File: src/rtl/adc_drain_pkg.sv
// adc_drain_pkg: shared FSM state type, header default and frame-length helper.
// ADC_DRAIN_TRAILER_EN adds a TRAILER state carrying the XOR of the payload.
package adc_drain_pkg;
`ifdef ADC_DRAIN_TRAILER_EN
  typedef enum logic [2:0] {IDLE, HDR, SEQ, PAYLOAD, TRAILER, DONE} state_e;
`else
  typedef enum logic [2:0] {IDLE, HDR, SEQ, PAYLOAD, DONE} state_e;
`endif

  localparam logic [7:0] HDR_BYTE_DEF = 8'hA5;

  function automatic int unsigned frame_len(input int unsigned burst_len);
`ifdef ADC_DRAIN_TRAILER_EN
    return burst_len + 3;
`else
    return burst_len + 2;
`endif
  endfunction
endpackage

File: src/rtl/drain_skid_buf.sv
// drain_skid_buf: 2-entry FIFO between the width-converter read port and the byte stream.
module drain_skid_buf (
  input  logic       clk,
  input  logic       rst,
  input  logic       push_valid,
  input  logic [7:0] push_data,
  input  logic       pop_ready,
  output logic       pop_valid,
  output logic [7:0] pop_data,
  output logic [1:0] occ
);
  logic [7:0] mem_q [2];
  logic       wr_q, rd_q;
  logic [1:0] cnt_q;
  logic       push, pop;

  assign pop_valid = cnt_q != 2'd0;
  assign pop_data  = pop_valid ? mem_q[rd_q] : 8'h00;
  assign occ       = cnt_q;
  assign pop       = pop_valid && pop_ready;
  assign push      = push_valid && (cnt_q != 2'd2 || pop);

  always_ff @(posedge clk) begin
    if (rst) begin
      wr_q  <= 1'b0;
      rd_q  <= 1'b0;
      cnt_q <= 2'd0;
    end else begin
      if (push) begin
        mem_q[wr_q] <= push_data;
        wr_q        <= ~wr_q;
      end
      if (pop) rd_q <= ~rd_q;
      cnt_q <= cnt_q + {1'b0, push} - {1'b0, pop};
    end
  end
endmodule

File: src/rtl/adc_drain_ctrl.sv
// adc_drain_ctrl: drains ADC bytes from a FIFO into framed valid/ready bursts (header, sequence, payload).
// Define ADC_DRAIN_TRAILER_EN to append an XOR-of-payload trailer byte carrying m_last.
module adc_drain_ctrl
  import adc_drain_pkg::*;
#(
  parameter int unsigned BURST_LEN = 256,
  parameter logic [7:0]  HDR_BYTE  = HDR_BYTE_DEF
) (
  input  logic        clk,
  input  logic        rst,
  input  logic        enable,
  input  logic [7:0]  fifo_dout,
  input  logic        fifo_empty,
  input  logic        fifo_rd_full,
  input  logic        fifo_rd_rst_busy,
  output logic        fifo_rd_en,
  output logic [7:0]  m_data,
  output logic        m_valid,
  output logic        m_last,
  input  logic        m_ready,
  output logic        busy,
  output logic [15:0] frame_cnt,
  output logic        overflow,
  input  logic        clr_ovf
);
  localparam logic [15:0] BLEN     = 16'(BURST_LEN);
  localparam logic [15:0] LAST_IDX = 16'(BURST_LEN - 1);

  state_e      state_q;
  logic [15:0] frame_cnt_q, issued_q, sent_q;
  logic [7:0]  xor_q, buf_data;
  logic        inflight_q, overflow_q, buf_valid;
  logic [1:0]  occ, occ_after;
  logic        fire, pay_fire, last_pay, is_trl;

  drain_skid_buf u_buf (
    .clk       (clk),
    .rst       (rst),
    .push_valid(inflight_q),
    .push_data (fifo_dout),
    .pop_ready (m_ready && state_q == PAYLOAD),
    .pop_valid (buf_valid),
    .pop_data  (buf_data),
    .occ       (occ)
  );

`ifdef ADC_DRAIN_TRAILER_EN
  assign is_trl = state_q == TRAILER;
  assign m_last = is_trl;
`else
  assign is_trl = 1'b0;
  assign m_last = state_q == PAYLOAD && buf_valid && last_pay;
`endif

  assign fire      = m_valid && m_ready;
  assign pay_fire  = fire && state_q == PAYLOAD;
  assign last_pay  = sent_q == LAST_IDX;
  // Credit the byte leaving this cycle so a read can be issued every cycle at full rate.
  assign occ_after = occ - {1'b0, pay_fire};
  assign fifo_rd_en = !rst && state_q == PAYLOAD && !fifo_empty && !fifo_rd_rst_busy &&
                      issued_q < BLEN && (occ_after + {1'b0, inflight_q}) < 2'd2;
  assign m_valid   = state_q == HDR || state_q == SEQ || (state_q == PAYLOAD && buf_valid) || is_trl;
  assign m_data    = state_q == HDR ? HDR_BYTE :
                     state_q == SEQ ? frame_cnt_q[7:0] :
                     state_q == PAYLOAD ? buf_data :
                     is_trl ? xor_q : 8'h00;
  assign busy      = state_q != IDLE;
  assign frame_cnt = frame_cnt_q;
  assign overflow  = overflow_q;

  always_ff @(posedge clk) begin
    if (rst) begin
      state_q     <= IDLE;
      frame_cnt_q <= 16'd0;
      issued_q    <= 16'd0;
      sent_q      <= 16'd0;
      xor_q       <= 8'h00;
      inflight_q  <= 1'b0;
      overflow_q  <= 1'b0;
    end else begin
      inflight_q <= fifo_rd_en;
      overflow_q <= fifo_rd_full || (overflow_q && !clr_ovf);
      if (fifo_rd_en) issued_q <= issued_q + 16'd1;
      if (pay_fire) begin
        sent_q <= sent_q + 16'd1;
        xor_q  <= xor_q ^ m_data;
      end
      case (state_q)
        IDLE:    if (enable && !fifo_rd_rst_busy) state_q <= HDR;
        HDR:     if (fire) state_q <= SEQ;
        SEQ:     if (fire) state_q <= PAYLOAD;
`ifdef ADC_DRAIN_TRAILER_EN
        PAYLOAD: if (pay_fire && last_pay) state_q <= TRAILER;
        TRAILER: if (fire) state_q <= DONE;
`else
        PAYLOAD: if (pay_fire && last_pay) state_q <= DONE;
`endif
        DONE: begin
          frame_cnt_q <= frame_cnt_q + 16'd1;
          issued_q    <= 16'd0;
          sent_q      <= 16'd0;
          xor_q       <= 8'h00;
          state_q     <= enable ? HDR : IDLE;
        end
        default: state_q <= IDLE;
      endcase
    end
  end
endmodule

File: config.mk
export PLATFORM = sky130hd
export DESIGN_NAME = adc_drain_ctrl
export DESIGN_NICKNAME = d
export VERILOG_FILES = /design/src/rtl/adc_drain_pkg.sv /design/src/rtl/drain_skid_buf.sv /design/src/rtl/adc_drain_ctrl.sv
export SDC_FILE = /design/constraint.sdc
export NUM_CORES = 1
export LEC_CHECK = 0
export BUFFER_PORTS_ARGS = -buffer_cell sky130_fd_sc_hd__buf_2
export CORE_MARGIN = 10
export CORE_UTILIZATION = 40
export DETAILED_ROUTE_END_ITERATION = 16
export PLACE_DENSITY_LB_ADDON = 0.2
export SYNTH_ARGS = -nofsm -noshare
export SYNTH_HDL_FRONTEND = slang
export SYNTH_SLANG_ARGS = --single-unit
File: constraint.sdc
create_clock -name clk -period 2.5 [get_ports clk]
set_input_delay 0.5 -clock clk [delete_from_list [all_inputs] [get_ports clk]]
set_output_delay 0.5 -clock clk [all_outputs]
set_load 0.02 [all_outputs]
# Yosys cells after proc, flatten, opt, wreduce, memory -nomap -nowiden
# Memories as Yosys holds them, arrays and structs flattened. A register that Yosys moved wholly into a read port is not among the register bits.
# Index checks and enable logic that the tools add are counted.
dict set report word_totals {
  reg_bits 57
  mem_bits_rw 16
  out_inout_bits 29
  wordCells 74
  memories 1
}
# memory words width read_ports rd_ports_with_merged_regs wr line
set mem_list {}
lappend mem_list {u_buf.mem_q 2 8 1 1 1 drain_skid_buf.sv:12} ;# logic [7:0] mem_q [2];
dict set report op_classes {
  addsub 7
  n_lt_le_gt_ge 2
  n_eq_ne 10
  mux 15
  n_bitwise 2
  n_reduce_logical 28
}
# cell n
set op_table {}
lappend op_table {{16-bit by 1-bit adder with 16-bit output (second input constant)} 3}
lappend op_table {{8-bit 2-to-1 mux} 4}
lappend op_table {{16-bit by 8-bit equality test with 1-bit output (second input constant)} 1}
lappend op_table {{16-bit by 9-bit < comparator with 1-bit output (second input constant)} 1}
lappend op_table {{1-bit logical AND} 15}
lappend op_table {{3-bit case mux with 5 select lines} 1}
lappend op_table {{3-bit 2-to-1 mux} 4}
lappend op_table {{2-bit inequality test (second input constant)} 4}
lappend op_table {{3-bit by 2-bit equality test with 1-bit output (second input constant)} 2}
lappend op_table {{1-bit 2-to-1 mux} 6}
lappend op_table {{2-bit by 1-bit adder with 2-bit output} 2}
lappend op_table {{1-bit logical NOT} 4}
lappend op_table {{1-bit logical OR} 4}
lappend op_table {{4-bit AND reduction} 1}
lappend op_table {{2-bit by 1-bit subtractor with 2-bit output} 2}
lappend op_table {{3-bit by 1-bit equality test with 1-bit output (second input constant)} 1}
lappend op_table {{3-bit equality test (second input constant)} 1}
lappend op_table {{3-bit logical NOT} 1}
lappend op_table {{3-bit nonzero test} 1}
lappend op_table {{2-bit < comparator (second input constant)} 1}
lappend op_table {{2-bit by 1-bit inequality test with 1-bit output (second input constant)} 1}
lappend op_table {{1-bit inverter} 2}
lappend op_table {{2-bit nonzero test} 1}
lappend op_table {{2-bit OR reduction} 1}

# Longest topological paths before layout
dict set report logic_depth {
  depth_word 9
  ltp_mapped 12
}

# Hierarchy
# Synthesis repeated with hierarchy kept, for this count alone.
dict set report unflattened {
  hier_cells 369
  area_unflattened_um2 3503.4
}
# module instances cells_per_inst area_each_um2 seq_area_each_um2
set modules_own_cells {}
lappend modules_own_cells {adc_drain_ctrl 1 310 2667.6 1061.0}
lappend modules_own_cells {drain_skid_buf 1 59 835.8 580.6}

# Worst setup path after synthesis
# No wires, ideal clock.
dict set report synth_timing {
  path_type {input to output}
  startpoint {input m_ready}
  endpoint {output fifo_rd_en}
  t_arrival_ns 2.242
  setup_slack_ns -0.242
  cell_stages 9
  path_buffers 1
  cell_sequence {and4b_1 -> o21ai_1 -> inv_2 -> ha_1 -> nor2b_1 -> xnor2_1 -> or3_4 -> buf_6 -> inv_1}
}
dict set report synth_between {
  elab_chain_cells 6
}
# element line
set synth_rtl {}
lappend synth_rtl {{start, declared} adc_drain_ctrl.sv:20} ;# input logic m_ready,
lappend synth_rtl {{1-bit logical AND} adc_drain_ctrl.sv:55} ;# assign fire = m_valid && m_ready;
lappend synth_rtl {{1-bit logical AND} adc_drain_ctrl.sv:56} ;# assign pay_fire = fire && state_q == PAYLOAD;
lappend synth_rtl {{named net pay_fire} adc_drain_ctrl.sv:34} ;# logic fire, pay_fire, last_pay, is_trl;
lappend synth_rtl {{2-bit by 1-bit subtractor with 2-bit output} adc_drain_ctrl.sv:59} ;# assign occ_after = occ - {1'b0, pay_fire};
lappend synth_rtl {{2-bit by 1-bit adder with 2-bit output} adc_drain_ctrl.sv:61} ;# issued_q < BLEN && (occ_after + {1'b0, inflight_q}) < 2'd2;
lappend synth_rtl {{2-bit < comparator} adc_drain_ctrl.sv:61}
lappend synth_rtl {{1-bit logical AND} adc_drain_ctrl.sv:61}
lappend synth_rtl {{end, declared} adc_drain_ctrl.sv:16} ;# output logic fifo_rd_en,
# The timed path passes the listed nets, and every way through them passes these cells.

# Worst setup path in the final report
dict set report layout_timing {
  startpoint {register state_q[2]}
  endpoint {output fifo_rd_en}
}
dict set report layout_between {
  elab_chain_cells 9
  elab_cells_between_ends 16
  cone_classes {2 x add/sub; 1 x order compare; 3 x eq/ne; 10 x reduce/logical}
}
# element line
set layout_rtl {}
lappend layout_rtl {{start, declared} adc_drain_ctrl.sv:29} ;# state_e state_q;
lappend layout_rtl {{start signal, assigned} adc_drain_ctrl.sv:103} ;# state_q <= enable ? HDR : IDLE;
lappend layout_rtl {{3-bit by 1-bit equality test with 1-bit output (tied with other cells)} adc_drain_ctrl.sv:62} ;# assign m_valid = state_q == HDR || state_q == SEQ || (state_q == PAYLOAD && buf_valid) || is_trl;
lappend layout_rtl {{1-bit logical OR / 1-bit logical AND (equally long branches)} adc_drain_ctrl.sv:62}
lappend layout_rtl {{1-bit logical OR} adc_drain_ctrl.sv:62}
lappend layout_rtl {{1-bit logical AND} adc_drain_ctrl.sv:55}
lappend layout_rtl {{1-bit logical AND (*)} adc_drain_ctrl.sv:56}
lappend layout_rtl {{named net pay_fire} adc_drain_ctrl.sv:34}
lappend layout_rtl {{2-bit by 1-bit subtractor with 2-bit output (*)} adc_drain_ctrl.sv:59}
lappend layout_rtl {{2-bit by 1-bit adder with 2-bit output (*)} adc_drain_ctrl.sv:61}
lappend layout_rtl {{2-bit < comparator (*)} adc_drain_ctrl.sv:61}
lappend layout_rtl {{1-bit logical AND (*)} adc_drain_ctrl.sv:61}
# The timed path passes the listed nets; every way through them passes the cells marked *.

==> flow_summary.toml <==
[clock_tree]
root_buffer = "clkbuf_8"
hold_buffers = 0
htreeDepth = 3
cts_sinks = 74
clk_pin_slew_ns = 0.08
tritoncts = "yes"
cts_made_buffers = 9
clock_path_buffers = 2
clk_latency_ns = 0.34

[synth]
synth_nets = 365
dominantRegCellSynth = "dfxtp_1"
syn_inst = 343
ys_seq_elements = 74
yosysSeqAreaShare = 0.4996
synthTopCellsByArea = "dfxtp_1 35%, edfxtp_1 15%, xor2_1 5.9%"
yosysWarningCount = 0
synthArstFlopShare = 0
yosysTopAreaCell = "dfxtp_1"
yosysTopAreaCellShare = 0.3534
synth_area_sq_mm = 0.003286
synth_edf_count = 16
postSynthAreaPerCell_sq_um = 9.579
synth_cell_types = 43

[final_layout]
multiInputGateArea_sq_mm = 0.001585
final_area_sq_mm = 0.004009
antennaDiodeCount = 0
fin_cells = 511
fin_util = 0.5108
drive_gt1_frac = 0.2274
layout_commonest_cell = "dfxtp_1"
area.sequential_sq_mm = 0.001644
fill_cells = 745
area_delta_synth_final_pct = 22.01
finish.net_count = 426
final_cell_mix = "56 x dfxtp_1, 43 x buf_2, 39 x nor2_1, 26 x nand2_1, 22 x xor2_1"

[setup_path]
worst_setup_path_end_kind = "output port"
crit_arrival_ns = 2.05
cpMaxStageDelayCell = "or3_4"
cp_top_family = "simple AND/OR/NAND/NOR gates"
max_stage_delay_ns = 0.39
required_ns = 2.00
crit_fanout = 2
start_kind = "flip-flop"
path_buf_inv = 3
crit_chain = "and4b_1 -> o21ai_2 -> inv_2 -> ha_4 -> xnor2_4 -> xnor2_2 -> or3_4 -> clkinvlp_4 -> buf_6"
path_class = "reg -> out"

[grt]
gr-total-overflow = 0
antenna_found_initial = 0
met3_usage = 0.03620
top_usage_layer = "met2"
track_usage = 0.1150
grt_use_met1 = 0.1409
grt_max_degree = 34
grt_pass1_wl_um = 11800
grt_pass1_vias = 2412
met2_usage = 0.1874

[floorplan]
start_util = 0.4187
die_x_um = 110.6
core.rowCount = 32
ios = 45
core_area_sq_mm = 0.007848
die_y_um = 110.6
dieArea_sq_mm = 0.01224

[pwr]
power_mw = 2.545
power.leakage_nw = 1.607
max-vdd-ir-drop_v = 0.0002973
powerDensity_mw_per_mm2 = 634.7

[detailed_routing]
routed_via_density = 4.951
firstDrtPassIters = 5
final_antenna_net_count = 0
vias = 2530
drc = 0
drtIter0Drc = 104
routed_wl_um = 7261
wl_per_cell_um = 14.21

[run]
max-cap-violations = 0

[sta]
fin_skew_ns = 0.006093
tns_ns = -0.05283
slew_violations = 0
fin_crit_sh = 1.021
max_freq_ghz = 0.3917
rsz0062_at_grt = "true"
worst_pin_slew_ns = 0.5443
slew_headroom = 0.6338
worst_slack_ns = -0.05283
period_minus_slack_ns = 2.553
holdWs_ns = 0.3430
finalSetupViolations = 1
hold_viol = 0

[placed_design]
dp_cells = 494
dp_slack_ns = -0.09747
place_area_sq_mm = 0.003717
hpwl_um = 5063
gp_congestion = 0.7624
portBuffers = 44

[status]
status = "finished with violations"
violations = "negative setup slack"

[worst_hold_path]
min_path_type = "in -> reg"
## flip-flops by register name, indices dropped and copies added (netlist names), named ones only
signal and flops:
frame_cnt 16, issued_q 16, state_q 3, u_buf.mem_q 16, overflow 1, u_buf.occ 2, u_buf.rd_q 1, sent_q 16
inflight_q 1, u_buf.wr_q 1
## worst reg2reg max path, cell delays in order, from the launching register on
cell and delay [ns]:
dfxtp_2 0.33, and4b_1 0.20, o21ai_2 0.07, inv_2 0.07, ha_4 0.17, xnor2_4 0.13, xnor2_2 0.14, or3_4 0.40
buf_4 0.18, or4_1 0.49, a21oi_1 0.14
## cell type report
cell class	instances	share of cell area
clock inverters	7	0.02934
clock buffers	9	0.03090
repair buffers	63	0.09207
inverters	10	0.01030
flip-flops and latches	74	0.4101
well taps	102	0.03184
multi-input cells	246	0.3954
## cell families after synthesis
group,after synthesis,share of synthesized area
AND/OR/NAND/NOR,151,0.2475
multiplexers,9,0.02742
adder cells (fa/ha/maj),6,0.02285
AO/OA/AOI/OAI,47,0.08149
flip-flops,74,0.4996
buffers and inverters,23,0.03313
XOR/XNOR,33,0.08796
## what timing repair did
item,CTS,global route
cloned,0,0
pin swaps,2,3
resized for setup,4,5
endpoints found under the setup margin,1,3
setup buffers,1,0
## synthesized netlist by cell type, drive strengths merged, types with 4 or more instances
library cell	instances
dfxtp	58
nor2	39
nand2	26
xor2	22
o21ai	18
a21oi	16
edfxtp	16
nand3	15
xnor2	11
clkbuf	10
inv	10
and2	9
mux2i	9
nand4	9
nor4	9
or3	9
and3	6
ha	6
nor2b	6
nor3	5
or4	5
o22ai	4
## report_power, final
group          total, mW  switching (mW)  internal [mW]
logic              0.200           0.128         0.0721
registers           1.23         0.00491           1.23
clock network       1.11           0.452          0.661
total               2.54           0.585           1.96
## worst paths after layout
check,cells past startpoint,end,slack (ns),startpoint
hold / removal,1,u_buf.mem_q[0][5],0.34,fifo_dout[5]
setup reg to reg,10,issued_q[6],0.11,state_q[2]
setup / recovery,9,fifo_rd_en,-0.05,state_q[2]
hold reg to reg,2,issued_q[1],0.47,issued_q[1]
## routing by layer
| layer | vias to the layer above | part of all wire |
|---|---|---|
| met1 | 1147 | 0.47 |
| met3 | 8 | 0.038 |
| met4 | 0 | 0.0099 |
| met5 | - | 0 |
| met2 | 41 | 0.49 |
| li1 | 1334 | - |
Note: power is estimated with default switching activity, not from simulation.
